[config.mk]
export PLATFORM = sky130hd
export DESIGN_NAME = fft_wb_ctrl_flat
export DESIGN_NICKNAME = d
export VERILOG_FILES = /design/src/rtl/fft_wb_ctrl_pkg.sv /design/src/rtl/fft_wb_ctrl_if.sv /design/src/rtl/fft_bfly_addr_gen.sv /design/src/rtl/fft_wb_ctrl.sv /design/src/flat_wrapper.sv
export SDC_FILE = /design/constraint.sdc
export NUM_CORES = 1
export LEC_CHECK = 0
export CELL_PAD_IN_SITES_DETAIL_PLACEMENT = 0
export CELL_PAD_IN_SITES_GLOBAL_PLACEMENT = 1
export CORE_MARGIN = 1
export CORE_UTILIZATION = 37
export CTS_BUF_LIST = sky130_fd_sc_hd__clkbuf_8
export CTS_CLUSTER_SIZE = 40
export DETAILED_ROUTE_END_ITERATION = 16
export GPL_TIMING_DRIVEN = 0
export PLACE_DENSITY_LB_ADDON = 0.1
export SLEW_MARGIN = 20
export SYNTH_ARGS = -nofsm -noshare
export SYNTH_HDL_FRONTEND = slang
export SYNTH_SLANG_ARGS = --single-unit
export TNS_END_PERCENT = 1
[constraint.sdc]
create_clock -name clk -period 3.7 [get_ports clk]
set_input_delay 0.555 -clock clk [delete_from_list [all_inputs] [get_ports clk]]
set_output_delay 0.555 -clock clk [all_outputs]
set_load 0.005 [all_outputs]
[src/rtl/fft_wb_ctrl_pkg.sv]
// Shared FFT write-back definitions: default geometry and controller state encoding.
package fft_wb_ctrl_pkg;
    localparam int FFT_N     = 256;
    localparam int FFT_DW    = 32;
    localparam int FFT_LOG2N = $clog2(FFT_N);

    typedef logic [2:0] state_t;
    localparam logic [2:0] S_IDLE = 3'd0;
    localparam logic [2:0] S_WAIT = 3'd1;
    localparam logic [2:0] S_WR_A = 3'd2;
    localparam logic [2:0] S_WR_B = 3'd3;
    localparam logic [2:0] S_DONE = 3'd4;
endpackage

[src/rtl/fft_wb_ctrl_if.sv]
// Butterfly result handshake and data-RAM write port of the FFT write-back controller.
interface fft_wb_ctrl_if
    import fft_wb_ctrl_pkg::*;
#(
    parameter int N  = FFT_N,
    parameter int DW = FFT_DW
);
    localparam int AW = $clog2(N);

    logic          calc_start;
    logic          res_valid;
    logic          res_ready;
    logic [DW-1:0] res_a;
    logic [DW-1:0] res_b;
    logic          mem_we;
    logic [AW-1:0] mem_addr;
    logic [DW-1:0] mem_wdata;
    logic          stage_done;
    logic          calc_done;

    modport master (
        output calc_start, res_valid, res_a, res_b,
        input  res_ready, mem_we, mem_addr, mem_wdata, stage_done, calc_done
    );

    modport slave (
        input  calc_start, res_valid, res_a, res_b,
        output res_ready, mem_we, mem_addr, mem_wdata, stage_done, calc_done
    );
endinterface

[src/rtl/fft_bfly_addr_gen.sv]
// Radix-2 butterfly sequencer: k innermost, then group base g, then stage s.
module fft_bfly_addr_gen
    import fft_wb_ctrl_pkg::*;
#(
    parameter int N = FFT_N,
    localparam int AW = $clog2(N),
    localparam int SW = $clog2(AW + 1)
) (
    input  logic          clk,
    input  logic          rst_n,
    input  logic          i_clr,
    input  logic          i_adv,
    output logic [AW-1:0] o_idx1,
    output logic [AW-1:0] o_idx2,
    output logic          o_last_stage,
    output logic          o_last_all
);
    localparam logic [AW:0]   LIM    = N[AW:0];
    localparam logic [AW:0]   ONE    = {{AW{1'b0}}, 1'b1};
    localparam logic [SW-1:0] S_LAST = SW'(AW - 1);

    logic [AW:0]   r_k, r_g;
    logic [SW-1:0] r_s;
    logic [AW:0]   w_h, w_h2, w_g_nxt, w_i1, w_i2;
    logic          w_k_last, w_g_last;

    // One extra bit everywhere so g+2h == N is seen as the wrap, not as zero.
    assign w_h      = ONE << r_s;
    assign w_h2     = w_h << 1;
    assign w_g_nxt  = r_g + w_h2;
    assign w_k_last = (r_k == w_h - ONE);
    assign w_g_last = (w_g_nxt >= LIM);
    assign w_i1     = r_g + r_k;
    assign w_i2     = w_i1 + w_h;

    assign o_idx1       = w_i1[AW-1:0];
    assign o_idx2       = w_i2[AW-1:0];
    assign o_last_stage = w_k_last && w_g_last;
    assign o_last_all   = o_last_stage && (r_s == S_LAST);

    always_ff @(posedge clk or negedge rst_n) begin
        if (!rst_n) begin
            r_k <= '0;
            r_g <= '0;
            r_s <= '0;
        end else if (i_clr) begin
            r_k <= '0;
            r_g <= '0;
            r_s <= '0;
        end else if (i_adv) begin
            if (w_k_last) begin
                r_k <= '0;
                if (w_g_last) begin
                    r_g <= '0;
                    r_s <= r_s + 1'b1;
                end else begin
                    r_g <= w_g_nxt;
                end
            end else begin
                r_k <= r_k + ONE;
            end
        end
    end
endmodule

[src/rtl/fft_wb_ctrl.sv]
// FFT write-back controller: accepts butterfly result pairs and writes them to idx1/idx2.
module fft_wb_ctrl
    import fft_wb_ctrl_pkg::*;
#(
    parameter int N  = FFT_N,
    parameter int DW = FFT_DW
) (
    input  logic          clk,
    input  logic          rst_n,
    fft_wb_ctrl_if.slave  bus
);
    localparam int AW = $clog2(N);

    state_t        r_state, w_nxt;
    logic [DW-1:0] r_a, r_b;
    logic [AW-1:0] w_idx1, w_idx2;
    logic          w_last_stage, w_last_all;
    logic          w_ready, w_xfer, w_clr, w_wr;

    fft_bfly_addr_gen #(.N(N)) u_addr (
        .clk          (clk),
        .rst_n        (rst_n),
        .i_clr        (w_clr),
        .i_adv        (r_state == S_WR_B),
        .o_idx1       (w_idx1),
        .o_idx2       (w_idx2),
        .o_last_stage (w_last_stage),
        .o_last_all   (w_last_all)
    );

    // Ready is a function of state and counters only, never of res_valid.
    assign w_ready = (r_state == S_WAIT) || ((r_state == S_WR_B) && !w_last_all);
    assign w_xfer  = bus.res_valid && w_ready;
    assign w_clr   = (r_state == S_IDLE) || !bus.calc_start;

    always_comb begin
        w_nxt = r_state;
        if (!bus.calc_start) begin
            w_nxt = S_IDLE;
        end else begin
            case (r_state)
                S_IDLE:  w_nxt = S_WAIT;
                S_WAIT:  w_nxt = w_xfer ? S_WR_A : S_WAIT;
                S_WR_A:  w_nxt = S_WR_B;
                S_WR_B:  w_nxt = w_last_all ? S_DONE : (w_xfer ? S_WR_A : S_WAIT);
                S_DONE:  w_nxt = S_DONE;
                default: w_nxt = S_IDLE;
            endcase
        end
    end

    always_ff @(posedge clk or negedge rst_n) begin
        if (!rst_n) begin
            r_state <= S_IDLE;
            r_a     <= '0;
            r_b     <= '0;
        end else begin
            r_state <= w_nxt;
            if (!bus.calc_start) begin
                r_a <= '0;
                r_b <= '0;
            end else if (w_xfer) begin
                r_a <= bus.res_a;
                r_b <= bus.res_b;
            end
        end
    end

    // An abort suppresses the write in the very cycle calc_start drops.
    assign w_wr = bus.calc_start && ((r_state == S_WR_A) || (r_state == S_WR_B));

    assign bus.res_ready  = w_ready;
    assign bus.mem_we     = w_wr;
    assign bus.mem_addr   = !w_wr ? '0 : ((r_state == S_WR_B) ? w_idx2 : w_idx1);
    assign bus.mem_wdata  = !w_wr ? '0 : ((r_state == S_WR_B) ? r_b : r_a);
    assign bus.stage_done = w_wr && (r_state == S_WR_B) && w_last_stage;
    assign bus.calc_done  = (r_state == S_DONE);
endmodule

[src/flat_wrapper.sv]
// flat-port wrapper written by rule: the top's interface ports become plain ports
module fft_wb_ctrl_flat import fft_wb_ctrl_pkg::*;
#(
    parameter int N  = FFT_N,
    parameter int DW = FFT_DW
)
  (clk, rst_n, bus_calc_start, bus_res_valid, bus_res_a, bus_res_b, bus_res_ready, bus_mem_we, bus_mem_addr, bus_mem_wdata, bus_stage_done, bus_calc_done);
  fft_wb_ctrl_if #(.N(N), .DW(DW)) bus_i ();
  input  logic clk;
  input  logic rst_n;
  input wire logic [$bits(bus_i.calc_start)-1:0] bus_calc_start;
  input wire logic [$bits(bus_i.res_valid)-1:0] bus_res_valid;
  input wire logic [$bits(bus_i.res_a)-1:0] bus_res_a;
  input wire logic [$bits(bus_i.res_b)-1:0] bus_res_b;
  output wire logic [$bits(bus_i.res_ready)-1:0] bus_res_ready;
  output wire logic [$bits(bus_i.mem_we)-1:0] bus_mem_we;
  output wire logic [$bits(bus_i.mem_addr)-1:0] bus_mem_addr;
  output wire logic [$bits(bus_i.mem_wdata)-1:0] bus_mem_wdata;
  output wire logic [$bits(bus_i.stage_done)-1:0] bus_stage_done;
  output wire logic [$bits(bus_i.calc_done)-1:0] bus_calc_done;
  assign bus_i.calc_start = bus_calc_start;
  assign bus_i.res_valid = bus_res_valid;
  assign bus_i.res_a = bus_res_a;
  assign bus_i.res_b = bus_res_b;
  assign bus_res_ready = bus_i.res_ready;
  assign bus_mem_we = bus_i.mem_we;
  assign bus_mem_addr = bus_i.mem_addr;
  assign bus_mem_wdata = bus_i.mem_wdata;
  assign bus_stage_done = bus_i.stage_done;
  assign bus_calc_done = bus_i.calc_done;
  fft_wb_ctrl #(.N(N), .DW(DW)) u_core (.clk(clk), .rst_n(rst_n), .bus(bus_i));
endmodule
# Word-level counts from Yosys, hierarchy flattened
# Index checks and enable logic that the tools add are counted.
[totals]
register_bits = 89
output_inout_bits = 44
word_cells = 62
[classes]
add_sub_neg = 6
n_lt_le_gt_ge = 1
eq_ne = 7
shift = 1
mux = 23
reduce_logical = 18
[ops]
columns = ["cell", "n"]
rows = [
  ["two-way mux 32 bit", 6],
  ["two-way mux 9 bit", 7],
  ["adder 8 bit", 2],
  ["two-way mux 4 bit", 4],
  ["two-way mux 8 bit", 2],
  ["case mux 3 bit (5 select lines)", 1],
  ["adder 9 x 1 -> 9 bit, second input constant", 1],
  ["adder 9 bit", 1],
  ["== test 9 bit", 1],
  ["greater-or-equal comparator 9 bit, second input constant", 1],
  ["left shift 1 x 4 -> 9 bit, first input constant", 1],
  ["subtractor 9 x 1 -> 9 bit, second input constant", 1],
  ["logical AND 1 bit", 7],
  ["== test 3 x 2 -> 1 bit, second input constant", 2],
  ["two-way mux 3 bit", 2],
  ["nonzero test 2 bit", 3],
  ["adder 4 x 1 -> 4 bit, second input constant", 1],
  ["== test 4 x 3 -> 1 bit, second input constant", 1],
  ["== test 3 x 1 -> 1 bit, second input constant", 1],
  ["== test 3 bit, second input constant", 1],
  ["zero test 3 bit", 1],
  ["logical OR 1 bit", 3],
  ["AND reduction 3 bit", 1],
  ["zero test 1 bit", 2],
  ["3 further kinds", 3],
]

# Depth between registers and ports, before layout
# Gate-level depths: netlist of the first run.
[depth]
word_depth = 13
mapped_depth = 15

# Hierarchy
# A second synthesis of the first run with hierarchy kept.
[hier_totals]
hier_cells = 604
area_unflattened_um2 = 5819.3
[modules_own_cells]
columns = ["module", "n_inst", "cells_per_inst", "area_each_um2", "seq_area_each_um2"]
rows = [
  ["fft_wb_ctrl", 1, 353, 3607.2, 1676.6],
  ["fft_bfly_addr_gen", 1, 251, 2212.1, 525.5],
]

# Worst setup path before layout of the first run
# Ideal clock, no wire load.
[synth_path]
path_type = "flip-flop to output port"
startpoint = "register u_core.u_addr.r_s[0]"
endpoint = "output port bus_res_ready"
arrival_time_ns = 2.970
required_time_ns = 3.145
slack_ns = 0.175
path_stages_with_launch = 14
path_buffers = 3
path_cell_list = "dfrtp_1 > inv_1 > ha_1 > clkbuf_1 > nand2_1 > ha_1 > and3_1 > buf_6 > mux2_4 > xor2_2 > or4_4 > buf_6 > nor2_2 > a21boi_1"
[synth_between]
elab_chain_len = 8
elab_cells_between_ends = 11
[synth_lines]
columns = ["item", "line_no", "text"]
rows = [
  ["start: declaration", "fft_bfly_addr_gen.sv:23", "logic [SW-1:0] r_s;"],
  ["start signal: assignment", "fft_bfly_addr_gen.sv:55", "r_s <= r_s + 1'b1;"],
  ["left shift 1 x 4 -> 9 bit", "fft_bfly_addr_gen.sv:28", "assign w_h = ONE << r_s;"],
  ["adder 9 bit or subtractor 9 x 1 -> 9 bit (tied branches)", "fft_bfly_addr_gen.sv:30, fft_bfly_addr_gen.sv:31", ""],
  ["greater-or-equal comparator 9 bit or == test 9 bit (tied branches)", "fft_bfly_addr_gen.sv:32, fft_bfly_addr_gen.sv:31", ""],
  ["logical AND 1 bit", "fft_bfly_addr_gen.sv:38", "assign o_last_stage = w_k_last && w_g_last;"],
  ["logical AND 1 bit (*)", "fft_bfly_addr_gen.sv:39", "assign o_last_all = o_last_stage && (r_s == S_LAST);"],
  ["zero test 1 bit (*)", "fft_wb_ctrl.sv:32", "assign w_ready = (r_state == S_WAIT) || ((r_state == S_WR_B) && !w_last_all);"],
  ["logical AND 1 bit (*)", "fft_wb_ctrl.sv:32", ""],
  ["logical OR 1 bit (*)", "fft_wb_ctrl.sv:32", ""],
  ["end: declaration", "flat_wrapper.sv:15", "output wire logic [$bits(bus_i.res_ready)-1:0] bus_res_ready;"],
]
# Every way passes the cells marked *; elsewhere a longest branch is shown, timed or not.

# Worst setup path after layout of the first run
# Ends and elaborated chain as after synthesis.

==> results.toml, run 1 <==
[outcome]
status = "finished with violations"
violations = "negative setup slack"

[clocking]
postCtsHoldBufs = 0
cts-root-buf = "clkbuf_8"
cts_tree = "built"
numClockSinks = 88
path_clk_slew_ns = 0.09
clk_latency_ns = 0.36
clockBufferDepth = 2
cts_buffers = 9
h-tree-depth = 3

[power]
power.density_nw_per_um2 = 256.0
cellLeakagePower_nw = 3.496
peakVddDrop_uv = 198.6

[yosys]
syn_area_per_cell_um2 = 8.878
yosysWarnings = 0
yosysMostFrequentCell = "nand2_1"
yosys.area.top_type_share_pct = 36.53
synth_top_cell_by_area = "dfrtp_1"
yosys_most_used_dff = "dfrtp_1"
synth_edf_count = 0
async_reset_ff_share_pct = 100.0
syn_inst = 679
ys_seq_area_share_pct = 36.53
netlist_area_um2 = 6028
synth_top_cells_by_area = "dfrtp_1 (37%), mux2i_1 (17%), nand2_1 (9.5%)"
ys_seq_elements = 88
syn_nets = 778
synth_cell_types = 65
synthTopCellsByCount = "nand2_1 (153), mux2i_1 (102), dfrtp_1 (88), nor2_1 (51), clkbuf_1 (30)"

[global_routing]
grt_pass1_vias = 5473
grt_max_degree = 48
track_usage_pct = 22.84
grt_pass1_wl_mm = 29.33
gr-total-overflow = 0
antenna_found_initial = 0

[place]
dp_hpwl_mm = 13.37
io_buffers = 110
gp_congestion = 0.8599

[route]
route.detailed.drc = 0
num_vias = 5327
totalWireLength_mm = 18.26
vias_per_cell = 5.132
drt_pass1_iterations = 4
wl_per_cell_um = 17.59
ant_nets = 0
detail_route.iter0.violations = 313

[floorplan]
start_util_pct = 37.95
rows = 46
die_h_um = 129.6
dieWidth_um = 129.6
die-area_um2 = 16810
core-area_um2 = 15890
ioPinCount = 112

[finish]
num_antenna_cells = 0
multi_input_area_um2 = 3747
nets = 916
fillCellCount = 1536
drive_gt1_share_pct = 12.53
final-seq-area_um2 = 2208
syn2layout_area_growth_pct = 32.73

[sta]
tightest_slew_ns = 0.8274
hold_violations = 0
period_share_pct = 102.1
rsz0062_at_grt = "true"
timing.final.ws_setup_ns = -0.07812
slew_violations = 0
finalSetupTns_ns = -0.07812
relSlewSlack_pct = 44.84
clock_skew_ns = 0.01351
fmax_ghz = 0.2647
fin_crit_ns = 3.778
finalSetupViolCount = 1
finalHoldWorstSlack_ns = 0.1048

[min_path]
hold_class = "in2async"

[worst_setup_path]
rrSetupSlack_ns = 0.29
crit_arrival_ns = 3.22
crit_path_start_kind = "flip-flop"
cp-startpoint = "u_core.u_addr.r_s[0]"
critPathCapture = "bus_res_ready"
r2r-start = "u_core.u_addr.r_s[0]"
required_ns = 3.14
r2r-end = "u_core.u_addr.r_k[6]"
reg2reg_depth = 12
cp-end-kind = "output port"
path_class = "reg2out"
crit_fanout = 7

[flow_run]
maxCapViolCount = 0
repair_timing:
action | 4_1_cts | 5_1_grt
setup endpoints to repair | 59 | 7
gates resized for setup | 60 | 15
buffers inserted | 11 | 8
pin swaps | 13 | 8
endpoints found under the hold margin | 0 | 0
metrics by stage:
step | total power [W] | setup slack, ns | cells | cell area (um2) | utilization (%)
after detailed placement | 0.001339 | -0.7366 | 1006 | 7428 | 46.76
after global routing | 0.002146 | -0.1702 | 1038 | 8001 | 50.37
after CTS | 0.002071 | -0.08131 | 1030 | 7886 | 49.65
final | 0.002048 | -0.07812 | 1038 | 8001 | 50.37
after global placement | 0.001330 | -1.424 | 1005 | 7400 | 46.58
after floorplan | 0.001178 | 0.1751 | 679 | 6028 | -
cell families after synthesis:
kind of cell | after synthesis | share of synthesized area [%]
buffers and inverters | 67 | 4.919
AOI/OAI and AO/OA | 79 | 8.676
DFF | 88 | 36.53
xor gates and xnor gates | 30 | 4.483
muxes | 105 | 17.56
and+or+nand+nor | 279 | 21.15
adders and majority gates | 31 | 6.683
cell usage in the layout (no fill, tap or decap), types with 12 or more instances in the layout:
master,count
clkbuf_8,12
ha_1,20
clkdlybuf4s50_1,104
nor2_1,50
nand2_1,152
a21oi_1,15
dfrtp_1,83
clkbuf_1,25
buf_4,25
mux2i_1,102
inv_1,18
xnor2_1,16
o21ai_0,14
state kept, by name, indices dropped and copies added (netlist names):
register,count
u_core.u_addr.r_s,4
u_core.r_b,32
u_core.u_addr.r_g,8
u_core.u_addr.r_k,9
u_core.r_a,32
u_core.r_state,3
metal layers:
layer	global-route usage (%)	share of wire (%)	vias up
li1	-	-	2589
met1	29.42	44	2582
met2	38.57	48	131
met3	4.377	5.4	25
met4	7.250	2.0	0
met5	0	0	-
worst min path at each step:
stage | endpoint | slack (ns) | depth (start not counted)
after floorplan | u_core.r_a[0] | 0.26 | 0
after global placement | u_core.u_addr.r_g[8] | 0.51 | 2
after detailed placement | u_core.u_addr.r_g[1] | 0.51 | 1
after CTS | u_core.u_addr.r_g[4] | 0.11 | 1
after global routing | u_core.u_addr.r_g[4] | 0.11 | 1
final | u_core.r_a[1] | 0.10 | 1
final cells by class:
| cell class | count | area share (%) |
|---|---|---|
| buffer | 42 | 2.596 |
| clock buffer | 12 | 2.064 |
| clock inverter | 4 | 0.6411 |
| inverter | 22 | 1.095 |
| multi-input combinational | 524 | 46.83 |
| sequential | 88 | 27.60 |
| tap | 216 | 3.378 |
| timing repair buffer | 130 | 15.79 |
report_power, final:
group	internal, W	total (W)	switching (W)
Combinational	0.000142	0.000300	0.000159
Clock	0.000368	0.000733	0.000365
Sequential	0.000995	0.00102	0.0000200
Total	0.00150	0.00205	0.000544
critical path: stages (launching register included):
cell	delay, ns
dfrtp_2	0.46
inv_4	0.09
ha_2	0.18
or3b_1	0.36
buf_6	0.15
and3_1	0.17
buf_6	0.13
mux2_4	0.32
xor2_4	0.18
or4_4	0.48
nor2_4	0.15
a21boi_1	0.07
buf_2	0.14
Note: power is estimated with default switching activity, not from simulation.
==> run 2, diff against run 1 <==
--- a/config.mk
+++ b/config.mk
@@ -7,6 +7,7 @@
 export LEC_CHECK = 0
 export CELL_PAD_IN_SITES_DETAIL_PLACEMENT = 0
 export CELL_PAD_IN_SITES_GLOBAL_PLACEMENT = 1
+export CORE_ASPECT_RATIO = 0.7
 export CORE_MARGIN = 1
 export CORE_UTILIZATION = 37
 export CTS_BUF_LIST = sky130_fd_sc_hd__clkbuf_8
==> run 2 against run 1 <==
The run now ends clean. Die area about the same. Clock skew increased by 0.0017 ns. Critical endpoint unchanged. Non-clock buffer count increased by 15. Power decreased by 3.7%. Core utilization increased by 1.7 points. Highest routed layer unchanged. Critical path type unchanged. Count of clock-buffer cells in the layout decreased by 2.
==> results.toml, run 2 (same netlist as run 1, synthesis figures left out) <==
[global_routing]
gr-total-overflow = 0
grt_pass1_wl_mm = 29.51
antenna_found_initial = 0
grt_max_degree = 50
grt_pass1_vias = 5383
track_usage_pct = 23.08

[route]
wl_per_cell_um = 18.51
num_vias = 5461
top_layer = "met4"
totalWireLength_mm = 19.19
dr_wl_met2_mm = 7.694
ant_nets = 0
met3WireLength_mm = 1.352
drt_pass1_iterations = 7
detail_route.iter0.violations = 324
vias_per_cell = 5.266
route.detailed.drc = 0
wl_met1_mm = 9.912

[sta]
finalSetupViolCount = 0
fin_crit_ns = 3.697
fmax_ghz = 0.2705
period_share_pct = 99.91
relSlewSlack_pct = 37.25
rsz0062_at_grt = "true"
tightest_slew_ns = 0.9335
clock_skew_ns = 0.01526
hold_violations = 0
finalHoldWorstSlack_ns = 0.08383
timing.final.ws_setup_ns = 0.003204
slew_violations = 0

[clocking]
h-tree-depth = 3
cts_tree = "built"
clockBufferDepth = 2
clk_latency_ns = 0.37
path_clk_slew_ns = 0.10
postCtsHoldBufs = 0
cts-root-buf = "clkbuf_8"
cts_buffers = 9
numClockSinks = 88

[worst_setup_path]
crit_arrival_ns = 3.14
path_common_cell = "buf_4"
path_class = "reg2out"
cp-end-kind = "output port"
cp_num_buf_inv = 5
slowest_delay_ns = 0.61
crit_family = "simple AND/OR/NAND/NOR gates"
cpMaxStageDelayCell = "or4_4"
required_ns = 3.14
path_cells = "inv_4 -> buf_4 -> ha_4 -> buf_4 -> buf_4 -> nor2_1 -> or4_1 -> mux2i_1 -> a21oi_2 -> or4_4 -> nor2_4 -> a21boi_2 -> clkbuf_2"
crit_path_start_kind = "flip-flop"
crit_fanout = 6

[floorplan]
ioPinCount = 112
core-area_um2 = 15690
rows = 38
dieWidth_um = 154.6
start_util_pct = 38.42
die-area_um2 = 16820
die_h_um = 108.8

[finish]
top_regs = "u_core.r_a: 32 flops, u_core.r_b: 32 flops, u_core.u_addr.r_k: 9 flops"
layout_common_cells = "nand2_1 (151), clkdlybuf4s50_1 (103), mux2i_1 (102), dfrtp_1 (84), nor2_1 (50)"
num_antenna_cells = 0
syn2layout_area_growth_pct = 35.57
drive_gt1_share_pct = 16.49
fin_cells = 1037
nets = 931
final_common_cell = "nand2_1"

[min_path]
hold_class = "in2async"

[flow_run]
maxCapViolCount = 0

[power]
power.density_nw_per_um2 = 241.3
p_total_w = 0.001972
cellLeakagePower_nw = 3.535
peakVddDrop_uv = 134.8

[place]
dp_hpwl_mm = 13.95
io_buffers = 110
pre_cts_ws_ns = -0.7785
dp.cells = 990
gp_congestion = 0.8573

[outcome]
status = "finished clean"
-- run 2: changes by cell type in the layout (fill, tap and decap cells not counted), moves of 4 or more --
| cell | previous run | this run |
|---|---|---|
| buf_4 | 25 | 33 |
| buf_6 | 4 | 11 |
| clkbuf_2 | 2 | 6 |
| ha_1 | 20 | 16 |
-- run 2: area by class of cell --
class | count | area (um2)
fill | 1444 | 7517
multi-input combinational | 524 | 3840
sequential | 88 | 2207
timing repair buffer | 145 | 1366
tap | 200 | 250.2
buffer | 42 | 232.7
clock buffer | 10 | 137.6
inverter | 22 | 87.58
clock inverter | 6 | 51.30
-- run 2: where the power goes --
group | total, W | internal [W] | switching, W
Sequential | 0.00101 | 0.000995 | 0.0000197
Clock | 0.000649 | 0.000271 | 0.000378
Combinational | 0.000309 | 0.000145 | 0.000164
Total | 0.00197 | 0.00141 | 0.000562
-- run 2: path summary, 6_finish.rpt --
kind	to	start	cells after the start	slack [ns]
min reg2reg	u_core.u_addr.r_g[8]	u_core.u_addr.r_g[8]	2	0.52
min in group clk	u_core.u_addr.r_g[8]	u_core.u_addr.r_g[8]	2	0.52
min	u_core.u_addr.r_g[2]	rst_n	1	0.08
max	bus_res_ready	u_core.u_addr.r_s[0]	13	0.003
max in group asynchronous	u_core.u_addr.r_k[5]	rst_n	2	3.01
max reg2reg	u_core.r_b[13]	u_core.u_addr.r_s[0]	16	0.17
-- run 2: metrics by stage --
stage / util (%) / area, um2 / TNS, ns
floorplan: - / 6028 / 0
global placement: 47.03 / 7380 / -134.07
detailed placement: 47.22 / 7408 / -11.45
CTS: 50.08 / 7858 / -0.5443
global route: 52.09 / 8173 / -0.3964
finish: 52.09 / 8173 / 0
-- run 2: metal layers --
metal  global-route usage, %  up-vias
met5                       0        -
met4                   4.950        0
met3                   4.491       14
met2                   32.87      182
met1                   35.56     2637
li1                        -     2628
-- run 2: repair_timing --
action,in CTS,in global routing
setup endpoints to repair,64,81
pin swaps,17,23
setup buffers,18,16
resized for setup,57,55
